===== src/rtl/seq_gen_10010_tx.sv =====
// seq_gen_10010_tx
// Serial transmitter that sends bursts of a 5-bit pattern, MSB first, on a
// one-bit line. Frames in a burst are separated by a programmable number of
// idle-zero bits. All outputs are decoded from registered state only, so no
// input reaches an output without passing through a flop.

module seq_gen_10010_tx #(
  parameter logic [4:0] PATTERN = 5'b10010,
  parameter int         FRAME_W = 8,
  parameter int         GAP_W   = 4
) (
  input  logic               clk,
  input  logic               rst,
  input  logic               start,
  input  logic [FRAME_W-1:0] num_frames,
  input  logic [GAP_W-1:0]   gap,
  input  logic               abort,
  output logic               out,
  output logic               out_valid,
  output logic               busy,
  output logic               done,
  output logic [FRAME_W-1:0] frame_cnt
);

  // Controller states
  localparam logic [1:0] ST_IDLE = 2'd0;
  localparam logic [1:0] ST_SEND = 2'd1;
  localparam logic [1:0] ST_GAP  = 2'd2;
  localparam logic [1:0] ST_DONE = 2'd3;

  // Bit index of the first (most significant) pattern bit of a frame
  localparam logic [2:0] BIT_FIRST = 3'd4;
  localparam logic [2:0] BIT_LAST  = 3'd0;

  localparam logic [FRAME_W-1:0] FRAME_ONE = FRAME_W'(1);
  localparam logic [GAP_W-1:0]   GAP_ONE   = GAP_W'(1);

  logic [1:0]         state_q, state_d;
  logic [2:0]         bit_idx_q, bit_idx_d;
  logic [FRAME_W-1:0] frames_left_q, frames_left_d;
  logic [GAP_W-1:0]   gap_len_q, gap_len_d;
  logic [GAP_W-1:0]   gap_cnt_q, gap_cnt_d;
  logic [FRAME_W-1:0] frame_cnt_q, frame_cnt_d;

  // Status decodes used by the next-state logic
  logic frame_end;
  logic last_frame;
  logic gap_last;

  assign frame_end  = (bit_idx_q == BIT_LAST);
  assign last_frame = (frames_left_q == FRAME_ONE);
  assign gap_last   = (gap_cnt_q == GAP_ONE);

  // Next-state and counter update logic for the burst controller
  always_comb begin
    state_d       = state_q;
    bit_idx_d     = bit_idx_q;
    frames_left_d = frames_left_q;
    gap_len_d     = gap_len_q;
    gap_cnt_d     = gap_cnt_q;
    frame_cnt_d   = frame_cnt_q;

    case (state_q)
      ST_IDLE: begin
        if (start) begin
          frame_cnt_d = '0;
          if (num_frames != '0) begin
            frames_left_d = num_frames;
            gap_len_d     = gap;
            bit_idx_d     = BIT_FIRST;
            state_d       = ST_SEND;
          end else begin
            // Empty burst: report completion without touching the line
            state_d = ST_DONE;
          end
        end
      end

      ST_SEND: begin
        // The last bit of a frame is fully on the line during this cycle,
        // so the frame counts as completed even if abort arrives with it.
        if (frame_end) begin
          frame_cnt_d = frame_cnt_q + FRAME_ONE;
          bit_idx_d   = BIT_FIRST;
        end else begin
          bit_idx_d = bit_idx_q - 3'd1;
        end

        if (abort) begin
          state_d = ST_DONE;
        end else if (frame_end) begin
          if (last_frame) begin
            state_d = ST_DONE;
          end else begin
            frames_left_d = frames_left_q - FRAME_ONE;
            if (gap_len_q == '0) begin
              state_d = ST_SEND;
            end else begin
              gap_cnt_d = gap_len_q;
              state_d   = ST_GAP;
            end
          end
        end
      end

      ST_GAP: begin
        if (abort) begin
          state_d = ST_DONE;
        end else if (gap_last) begin
          gap_cnt_d = '0;
          bit_idx_d = BIT_FIRST;
          state_d   = ST_SEND;
        end else begin
          gap_cnt_d = gap_cnt_q - GAP_ONE;
        end
      end

      ST_DONE: begin
        // Leave the working counters clean for the next burst
        bit_idx_d     = '0;
        gap_cnt_d     = '0;
        frames_left_d = '0;
        state_d       = ST_IDLE;
      end

      default: begin
        state_d = ST_IDLE;
      end
    endcase
  end

  // State and counter registers, cleared immediately by rst
  always_ff @(posedge clk or posedge rst) begin
    if (rst) begin
      state_q       <= ST_IDLE;
      bit_idx_q     <= '0;
      frames_left_q <= '0;
      gap_len_q     <= '0;
      gap_cnt_q     <= '0;
      frame_cnt_q   <= '0;
    end else begin
      state_q       <= state_d;
      bit_idx_q     <= bit_idx_d;
      frames_left_q <= frames_left_d;
      gap_len_q     <= gap_len_d;
      gap_cnt_q     <= gap_cnt_d;
      frame_cnt_q   <= frame_cnt_d;
    end
  end

  // Pattern bit selected by the registered bit index
  logic pattern_bit;

  always_comb begin
    pattern_bit = 1'b0;
    case (bit_idx_q)
      3'd4:    pattern_bit = PATTERN[4];
      3'd3:    pattern_bit = PATTERN[3];
      3'd2:    pattern_bit = PATTERN[2];
      3'd1:    pattern_bit = PATTERN[1];
      3'd0:    pattern_bit = PATTERN[0];
      default: pattern_bit = 1'b0;
    endcase
  end

  // Moore output decode from the registered state
  always_comb begin
    out       = (state_q == ST_SEND) && pattern_bit;
    out_valid = (state_q == ST_SEND) || (state_q == ST_GAP);
    busy      = (state_q == ST_SEND) || (state_q == ST_GAP);
    done      = (state_q == ST_DONE);
  end

  assign frame_cnt = frame_cnt_q;

endmodule

===== config.mk =====
export PLATFORM = sky130hd
export DESIGN_NAME = seq_gen_10010_tx
export DESIGN_NICKNAME = d
export VERILOG_FILES = /design/src/rtl/seq_gen_10010_tx.sv
export SDC_FILE = /design/constraint.sdc
export NUM_CORES = 1
export LEC_CHECK = 0
export BUFFER_PORTS_ARGS = -buffer_cell sky130_fd_sc_hd__buf_2
export CAP_MARGIN = 20
export CORE_AREA = 2 2 58 60
export DETAILED_ROUTE_END_ITERATION = 12
export DIE_AREA = 0 0 60 62
export PLACE_DENSITY = 0.81
export SYNTH_ARGS = -nofsm -noshare
export SYNTH_HDL_FRONTEND = slang
export SYNTH_SLANG_ARGS = --single-unit

===== constraint.sdc =====
create_clock -name clk -period 4.1 [get_ports clk]
set_input_delay 0.82 -clock clk [delete_from_list [all_inputs] [get_ports clk]]
set_output_delay 0.82 -clock clk [all_outputs]
set_load 0.05 [all_outputs]

[Word level (Yosys, flattened, before mapping)]
Index checks and enable logic that the tools add are counted.
Word-level totals
  bits in registers: 29
  word-level logic and storage cells: 75
Cells by class
  add/sub/neg operators: 4
  equality and inequality tests: 17
  muxes and demuxes: 32
  reductions and logical operators: 16
Operators by type and width (number)
  2-to-1 mux 8 bit: 7
  2-to-1 mux 4 bit: 6
  case mux 8 bit (3 select lines): 1
  2-to-1 mux 2 bit: 8
  != test 2 bit (second input constant): 8
  case mux 8 bit (2 select lines): 1
  2-to-1 mux 3 bit: 5
  case mux 3 bit (4 select lines): 1
  case mux 4 bit (3 select lines): 1
  AND reduction 6 bit: 2
  AND reduction 3 bit: 3
  adder 8 x 1 -> 8 bit (second input constant): 1
  == test 8 x 1 -> 1 bit (second input constant): 1
  case mux 2 bit (4 select lines): 1
  nonzero test 8 bit: 1
  subtractor 8 x 1 -> 8 bit (second input constant): 1
  != test 3 bit (second input constant): 2
  nonzero test 3 bit: 2
  == test 2 bit (second input constant): 2
  == test 4 x 1 -> 1 bit (second input constant): 1
  logical NOT 4 bit: 1
  AND reduction 4 bit: 1
  subtractor 4 x 1 -> 4 bit (second input constant): 1
  == test 3 x 1 -> 1 bit (second input constant): 1
  other kinds (10): 10

[Depth between registers and ports, before layout]
  word-level depth: 6
  mapped depth: 10
  mapped depth without buffers: 7

[Worst setup path after synthesis]
Ideal clock, no wire load.
  path kind: register to output
  from: reg state_q[1]
  to: out out
  arrival: 1.651 ns
  path slack: 1.629 ns
  stages on the path, launching flop included: 6
  path buffers: 2
  cells stage by stage: dfrtp_1 > inv_1 > ha_1 > clkbuf_1 > clkbuf_1 > and3_1
On the way
  word-level cells in the longest chain between the ends: 2
Ends and longest elaborated chain
  from (decl): RTL line 38  | logic [1:0] state_q, state_d;
  from (signal assigned): RTL line 142  | state_q <= state_d;
  == test 2 x 1 -> 1 bit: RTL line 168  | out = (state_q == ST_SEND) && pattern_bit;
  logical AND 1 bit: RTL line 168
  to (decl): RTL line 18  | output logic out,
No other way between the ends.

[Worst setup path in the final report]
  from: reg state_q[1]
  to: reg frames_left_q[4]
On the way
  word-level cells in the longest chain between the ends: 3
  elaborated cells on any way between the ends: 11
Ends and longest elaborated chain
  == test 2 x 1 -> 1 bit, or another cell as far along: RTL line 63  | case (state_q)
  != test 2 bit (no line) / nonzero test 3 bit (equally long branches)
  AND reduction 6 bit (no line)
  to (signal assigned): RTL line 144  | frames_left_q <= frames_left_d;
  to (decl): RTL line 40  | logic [FRAME_W-1:0] frames_left_q, frames_left_d;
Several ways; a longest one is shown, not always the timed one.
A chain may end at the register's enable or synchronous reset.

==> qor.yml <==
status:
  outcome: "completed"
synthesis:
  synth_edf_count: 0
  syn-num-nets: 220
  synth_cell_types: 45
  syn_inst: 195
  syn-cell-area_sq_mm: 0.00178
  syn_area_per_cell_sq_um: 9.15
  synth_ff_type: "dfrtp_1"
  ys_seq_elements: 29
  yosysWarningCount: 0
  ys_seq_area_share_pct: 40.7
  async_reset_ff_share_pct: 100
setup_path:
  worst_ep_arrival_time_ps: 3110
  r2r_start: "state_q[1]$_DFFE_PP0P_"
  regToRegSetupSlack_ps: 1200
  crit_chain: "inv_1 > ha_1 > nor4b_1 > and4b_1 > a2111o_1 > o21ai_0 > a211o_1"
  timing_worst_setup_path_type: "reg -> reg"
  required_ps: 4300
  cp_max_fo: 29
  cp-start-kind: "flip-flop"
  cp_slowest_cell: "ha_1"
  critPathMaxStageDelay_ps: 690
  r2r_cells: 7
  cp-end-kind: "flip-flop"
  timing.rr.end: "frames_left_q[4]$_DFFE_PP0P_"
global_routing:
  grt_max_degree: 30
  antenna_found_initial: 0
  grt_pass1_vias: 1270
  grt_usage_pct: 20.4
  grt_pass1_wl_microns: 5730
  grt_overflow: 0
detailed_routing:
  vias: 1500
  dr.pass1.iters: 4
  routed_wl_microns: 3490
  antenna_left: 0
  drcViolationCount: 0
  via_per_inst: 5.62
  post_drt_wl_per_cell_microns: 13.1
  drt_iter0_drc: 101
final_layout:
  final_cell_count_no_fill: 267
  regArea_sq_um: 726
  finalNetCount: 246
  layout-drive-gt1-share_pct: 18.6
  final_common_cell: "dfrtp_1"
  fillCellCount: 294
  multi_input_area_sq_um: 938
  antennaDiodeCount: 0
  layout_common_cells: "29 x dfrtp_1, 27 x buf_2, 20 x nor2_1, 15 x inv_1, 15 x nand2_1"
  area_delta_synth_final_pct: 11.9
floorplanning:
  start_util_pct: 56.1
  dieWidth_microns: 60
  placementRows: 21
  dieArea_sq_mm: 0.00372
  die_y_microns: 62
  ios: 28
  core_sq_mm: 0.00318
timing:
  tns_ps: 0
  post-route-period-util_pct: 70.8
  fin_ws_ps: 1200
  fmax_mhz: 344
  setup_viol: 0
  tightest_slew_ps: 811
  hold_violations: 0
  rsz0062_at_grt: "no"
  period_needed_ps: 2900
  relSlewSlack_pct: 45.9
  finalMaxSlewViolations: 0
  fin_skew_ps: 9.56
cts:
  clk_pin_slew_ps: 90
  cts.sinks: 29
  htree_levels: 2
  cts_tree: "yes"
  post_cts_resized: 0
  cts_hold_buf: 0
  cts_post_setup_buffers_inserted: 0
  root_buffer: "clkbuf_4"
  cts_buffers: 5
  clock_path_buffers: 2
  clock_latency_ps: 320
placed_design:
  io_buffers: 27
  dp_cells: 260
  gp_congestion: 0.824
  hpwl_microns: 2650
  dp_slack_ps: 1200
power:
  p_leak_nw: 0.951
  ir_drop_mv: 0.371
  total_power_mw: 1.69
  p_per_area_mw_per_mm2: 848
job:
  drv_cap: 0
min_path:
  min_path_type: "in -> async"
area by class of cell:
type,count,share of cell area [%]
inverter,15,2.82
clock buffer,7,2.76
multi-input combinational,142,47.0
sequential,29,36.4
timing repair buffer,28,8.15
tap,46,2.88
worst max-delay path, delay by kind of cell (launching register included):
family	cells	cell delay, ps
fa+ha+maj	1	690
buf+inv	1	100
simple gates	2	690
flops	1	410
compound gates	3	900
logic make-up after synthesis:
group           share of synthesized area (%)
xor+xnor                                 3.44
simple gates                             20.3
compound gates                           18.3
buf+inv                                  6.73
fa+ha+maj                                6.31
mux                                      4.28
flops                                    40.7
cell usage after synthesis, drive strengths merged, types with 4 or more instances:
| master | count | share of area [%] |
|---|---|---|
| xor2 | 6 | 2.9 |
| a211o | 4 | 2.0 |
| buf | 5 | 2.7 |
| nand3 | 8 | 2.2 |
| o22ai | 4 | 1.4 |
| clkbuf | 4 | 0.84 |
| ha | 9 | 6.3 |
| mux2 | 5 | 3.2 |
| o21ai | 15 | 4.2 |
| a21oi | 10 | 2.8 |
| nor4 | 4 | 1.4 |
| dfrtp | 29 | 41 |
| inv | 15 | 3.2 |
| nor2 | 20 | 4.2 |
| nand2 | 15 | 3.2 |
| nor2b | 4 | 1.4 |
state kept, by name (all words and copies together) (netlist names):
signal         flops
state_q            2
frames_left_q      8
frame_cnt          8
bit_idx_q          3
gap_len_q          4
gap_cnt_q          4
through the flow:
stage	utilization [%]	hold WS, ps	instance area (sq um)
finish	62.8	488	2000
global route	62.8	516	2000
CTS	62.8	497	2000
detailed placement	61.0	515	1940
global placement	60.2	518	1910
floorplan	-	495	1780
per-layer routing:
metal / track usage (%) / part of all wire, % / wire, microns
met3: 6.42 / 3.5 / 121
met5: 0 / 0 / 0
met1: 27.8 / 48 / 1690
met2: 31.4 / 47 / 1650
met4: 5.71 / 0.89 / 31
where the power goes:
group / switching, mW / total, mW / leakage [nW] / internal, mW
sequential: 0.129 / 0.542 / 0.363 / 0.412
clock: 0.0940 / 0.175 / 0.0314 / 0.0808
combinational: 0.620 / 0.975 / 0.556 / 0.355
total: 0.843 / 1.69 / 0.951 / 0.848
how the worst max path moves through the flow:
| stage | from | endpoint | slack, ps |
|---|---|---|---|
| floorplan | state_q[1]$_DFFE_PP0P_ | out | 1630 |
| global placement | state_q[1]$_DFFE_PP0P_ | frames_left_q[4]$_DFFE_PP0P_ | 1310 |
| detailed placement | state_q[1]$_DFFE_PP0P_ | frames_left_q[4]$_DFFE_PP0P_ | 1200 |
| CTS | state_q[1]$_DFFE_PP0P_ | frames_left_q[4]$_DFFE_PP0P_ | 1190 |
| global route | state_q[1]$_DFFE_PP0P_ | frames_left_q[4]$_DFFE_PP0P_ | 910 |
| finish | state_q[1]$_DFFE_PP0P_ | frames_left_q[4]$_DFFE_PP0P_ | 1200 |
Power figures use the tool's default switching activity.
